File: src/rtl/vga_timing_gen.sv
// Parametrised raster timing generator: pixel coordinates, DE/sync with a configurable delay line, line/frame markers.
// All state advances only on PixelEn; sync/DE lag the indices by 1+PIPE_DELAY enabled cycles.
module vga_timing_gen #(
  parameter int H_ACTIVE   = 800,
  parameter int H_FP       = 40,
  parameter int H_SYNC     = 128,
  parameter int H_BP       = 88,
  parameter int V_ACTIVE   = 600,
  parameter int V_FP       = 1,
  parameter int V_SYNC     = 4,
  parameter int V_BP       = 23,
  parameter bit H_POL      = 1'b1,
  parameter bit V_POL      = 1'b1,
  parameter int PIPE_DELAY = 0,
  parameter int CW         = 12
) (
  input  logic          CLK40MHZ,
  input  logic          RESETN,
  input  logic          PixelEn,
  output logic [CW-1:0] HorizontalIndex,
  output logic [CW-1:0] VerticalIndex,
  output logic          CanvasValid,
  output logic          Hsync,
  output logic          Vsync,
  output logic          LineStart,
  output logic          FrameStart,
  output logic [15:0]   FrameCount
);

  localparam int H_TOTAL = H_ACTIVE + H_FP + H_SYNC + H_BP;
  localparam int V_TOTAL = V_ACTIVE + V_FP + V_SYNC + V_BP;
  localparam int NST     = PIPE_DELAY + 1;

  if (H_TOTAL > 2**CW || V_TOTAL > 2**CW) begin : g_bad_cw
    $error("vga_timing_gen: H_TOTAL/V_TOTAL do not fit in CW bits");
  end
  if (PIPE_DELAY < 0 || PIPE_DELAY > 15) begin : g_bad_delay
    $error("vga_timing_gen: PIPE_DELAY must be 0..15");
  end

  localparam logic [CW-1:0] H_LAST = CW'(H_TOTAL - 1);
  localparam logic [CW-1:0] V_LAST = CW'(V_TOTAL - 1);
  // Decode bounds carry an extra bit so a boundary equal to 2^CW does not alias to 0.
  localparam logic [CW:0] H_DE_END = (CW+1)'(H_ACTIVE);
  localparam logic [CW:0] H_HS_BEG = (CW+1)'(H_ACTIVE + H_FP);
  localparam logic [CW:0] H_HS_END = (CW+1)'(H_ACTIVE + H_FP + H_SYNC);
  localparam logic [CW:0] V_DE_END = (CW+1)'(V_ACTIVE);
  localparam logic [CW:0] V_VS_BEG = (CW+1)'(V_ACTIVE + V_FP);
  localparam logic [CW:0] V_VS_END = (CW+1)'(V_ACTIVE + V_FP + V_SYNC);

  logic [CW-1:0] r_h;
  logic [CW-1:0] r_v;
  logic [15:0]   r_fc;
  logic [2:0]    r_pipe [NST];  // {de, hs, vs} active-high flags per stage
  logic [CW:0]   w_hx;
  logic [CW:0]   w_vx;
  logic          w_de;
  logic          w_hs;
  logic          w_vs;

  always_ff @(posedge CLK40MHZ or negedge RESETN) begin
    if (!RESETN) begin
      r_h  <= '0;
      r_v  <= '0;
      r_fc <= '0;
    end else if (PixelEn) begin
      if (r_h == H_LAST) begin
        r_h <= '0;
        if (r_v == V_LAST) begin
          r_v  <= '0;
          r_fc <= r_fc + 16'd1;
        end else begin
          r_v <= r_v + 1'b1;
        end
      end else begin
        r_h <= r_h + 1'b1;
      end
    end
  end

  assign w_hx = {1'b0, r_h};
  assign w_vx = {1'b0, r_v};
  assign w_de = (w_hx < H_DE_END) && (w_vx < V_DE_END);
  assign w_hs = (w_hx >= H_HS_BEG) && (w_hx < H_HS_END);
  assign w_vs = (w_vx >= V_VS_BEG) && (w_vx < V_VS_END);

  always_ff @(posedge CLK40MHZ or negedge RESETN) begin
    if (!RESETN) begin
      for (int i = 0; i < NST; i++) r_pipe[i] <= 3'b000;
    end else if (PixelEn) begin
      r_pipe[0] <= {w_de, w_hs, w_vs};
      for (int i = 1; i < NST; i++) r_pipe[i] <= r_pipe[i-1];
    end
  end

  assign HorizontalIndex = r_h;
  assign VerticalIndex   = r_v;
  assign FrameCount      = r_fc;
  assign CanvasValid     = r_pipe[NST-1][2];
  assign Hsync           = r_pipe[NST-1][1] ? H_POL : ~H_POL;
  assign Vsync           = r_pipe[NST-1][0] ? V_POL : ~V_POL;
  assign LineStart       = PixelEn && (r_h == '0);
  assign FrameStart      = LineStart && (r_v == '0);

endmodule

File: config.mk
export PLATFORM = sky130hd
export DESIGN_NAME = vga_timing_gen
export DESIGN_NICKNAME = d
export VERILOG_FILES = /design/src/rtl/vga_timing_gen.sv
export SDC_FILE = /design/constraint.sdc
export NUM_CORES = 1
export LEC_CHECK = 0
export CAP_MARGIN = 25
export CORE_MARGIN = 4
export CORE_UTILIZATION = 46
export DETAILED_ROUTE_END_ITERATION = 8
export PLACE_DENSITY = 0.75
export REMOVE_ABC_BUFFERS = 1
export SLEW_MARGIN = 25
export SYNTH_ARGS = -nofsm -noshare
export SYNTH_HDL_FRONTEND = slang
export SYNTH_SLANG_ARGS = --single-unit
File: constraint.sdc
create_clock -name CLK40MHZ -period 2.42 [get_ports CLK40MHZ]
set_clock_uncertainty 0.1 [all_clocks]
set_input_delay 0.363 -clock CLK40MHZ [delete_from_list [all_inputs] [get_ports CLK40MHZ]]
set_output_delay 0.363 -clock CLK40MHZ [all_outputs]
set_load 0.02 [all_outputs]
==> results.tsv <==
metric	value	unit
fin_util	67.1	%
rrSetupSlack	0.04	ns
hold-path-cell-count	1	
cp-start-kind	register	
power.total	1.67	mW
track_usage	19.0	%
cts_buffers	5	
syn_avg_cell_area	10.1	sq um
path_clk_slew	0.08	ns
drtIter0Drc	218	
grt.busiest_layer	met2	
drv_cap	0	
fin_crit_sh	98.2	%
yosysTopAreaCellShare	45.0	%
min_from	FrameCount[15]	
hold_slack	0.374	ns
vias	2108	
met1_usage	27.2	%
place_ws	-0.0586	ns
p_per_area	510	nW/um^2
start_util	49.0	%
num_rows	25	
finalSetupViolations	0	
gr-total-overflow	0	
cp_max_fo	13	
fmax	421	MHz
ios	48	
die_h	80.1	microns
nNetsFinal	323	
layout_common_cells	clkdlybuf4s50_1, dfrtp_1, buf_4, nand2_1	
die_area	6410	sq um
cts_max_level	2	
die_w	80.1	microns
swShare	30.1	%
reg2reg_depth	4	
drc	0	
io_buffers	47	
cp.required	2.50	ns
maxSlewViolCount	0	
vias_per_cell	5.53	
fp.coreArea	4880	sq um
critPathArrivalTime	2.46	ns
gp_congestion	0.841	
ys_types	50	
ys_async_sr_fraction	100	%
cts_tree	yes	
grt_pass1_wl	9630	microns
cts.sinks	43	
synth_area	2390	sq um
pwr-share-seq	48.0	%
end_kind	register	
routed_wl	5660	microns
use_met3	3.92	%
worstMarginPinSlew	0.443	ns
grtUsageMet2	29.1	%
final_common_cell	clkdlybuf4s50_1	
fill_cells	397	
netlist_top_cells_area	dfrtp_1, xor2_1, xnor2_1, ha_1, nand4_1	
p_sw	0.503	mW
final_antenna_net_count	0	
clkPwrFrac	26.5	%
final-hold-violation-count	0	
grt_max_degree	25	
synth_ff_type	dfrtp_1	
irDropWorstVdd	0.000483	V
internal_power	1.16	mW
synth-edff-count	0	
synth-seq-cells	43	
relSlewSlack	70.5	%
hold_path.class	reg -> reg	
path_class	reg -> reg	
antenna_found_initial	0	
clock_path_buffers	2	
yosysWarnings	0	
yosys.area.top_type	dfrtp_1	
combPwrFrac	25.5	%
num_antenna_cells	0	
leakagePower	1.44	nW
wire_per_inst	14.8	microns
r2r-end	FrameCount[1]	
setup_slack	0.0438	ns
areaGrowthSynthToFinish	36.9	%
yosysSeqAreaShare	45.0	%
layout-drive-gt1-share	21.3	%
dp_hpwl	4180	microns
grt_pass1_vias	2059	
clk_latency	0.29	ns
worstHoldEndpoint	FrameCount[15]	
status	finished clean	
firstDrtPassIters	4	
synthCells	236	
fin_crit	2.38	ns
regToRegStartpoint	VerticalIndex[8]	
root_buffer	clkbuf_8	
## Yosys cell counts, types with 2 or more instances
cell / number
dfrtp_1: 43
nand2_1: 20
nand3_1: 14
nand4_1: 14
xor2_1: 14
nor2_1: 13
xnor2_1: 12
inv_1: 10
nor4_1: 10
o21ai_0: 10
ha_1: 7
clkbuf_1: 6
nor3_1: 5
a21oi_1: 4
and3_1: 3
buf_6: 3
nor4_2: 3
a21o_1: 2
a31oi_1: 2
a41oi_1: 2
and2_1: 2
and4_1: 2
mux2_2: 2
nand3b_1: 2
nor3b_1: 2
nor4_4: 2
o2bb2ai_1: 2
or4_1: 2
or4_4: 2
## layer usage
metal	vias to the layer above	wire, microns
met3	4	280
met5	-	0
met4	0	48
met1	1033	2690
li1	1015	-
met2	56	2640
## power by group through the flow
stage	logic (mW)	clock network [mW]	registers [mW]
3_5_place_dp	0.412	0	0.806
5_1_grt	0.467	0.489	0.809
3_3_place_gp	0.409	0	0.805
6_report	0.425	0.442	0.801
4_1_cts	0.428	0.455	0.801
2_1_floorplan	0.0992	0	0.890
## worst max-delay path, stage by stage (launching register included)
cell     delay [ns]
dfrtp_1        0.38
or4_4          0.58
or4_4          0.70
nor2_2         0.16
mux2_2         0.34
## cell type report
type	instances	area (sq um)	area share (%)
clock buffers	5	68.8	2.10
clock inverters	3	15.0	0.459
inverters	10	37.5	1.15
multi-input cells	171	1250	38.2
flip-flops and latches	43	1080	32.9
well taps	67	83.8	2.56
repair buffers	82	742	22.7
## cells by family (layout without fill, tap and decap cells)
family / count (synthesis) / in the layout / share of synthesized area, %
AOI/OAI and AO/OA: 31 / 31 / 8.74
xor gates and xnor gates: 26 / 26 / 9.53
adders and majority gates: 7 / 7 / 3.66
buffers and inverters: 22 / 100 / 5.08
DFF: 43 / 43 / 45.0
muxes: 2 / 2 / 0.942
and+or+nand+nor: 105 / 105 / 27.0
## timing repair
| item | CTS | global route |
|---|---|---|
| setup endpoints to repair | 2 | 7 |
| setup buffers | 0 | 0 |
| gates resized for setup | 6 | 6 |
| hold endpoints to repair | 19 | 0 |
| hold buffers | 1 | 0 |
| pin swaps | 0 | 1 |
## metrics by stage
step	instance area, sq um	TNS, ns	std cells
after CTS	3240	0	381
after detailed placement	3120	-0.0960	372
after floorplan	2310	-0.533	224
final	3270	0	381
after global routing	3270	-0.00578	381
after global placement	3120	-0.132	372
## state kept, by name, summed over array words and instances, names as in the netlist
signal           cells
FrameCount          16
HorizontalIndex     12
VerticalIndex       12
r_pipe               3
## worst max path at each step
stage | from | end | depth (start not counted)
finish | VerticalIndex[8] | FrameCount[1] | 4
CTS | VerticalIndex[8] | FrameCount[1] | 4
detailed placement | PixelEn | FrameStart | 5
global placement | PixelEn | FrameStart | 5
global route | VerticalIndex[8] | FrameCount[1] | 4
floorplan | HorizontalIndex[8] | FrameStart | 3
Note: power is estimated with default switching activity, not from simulation.
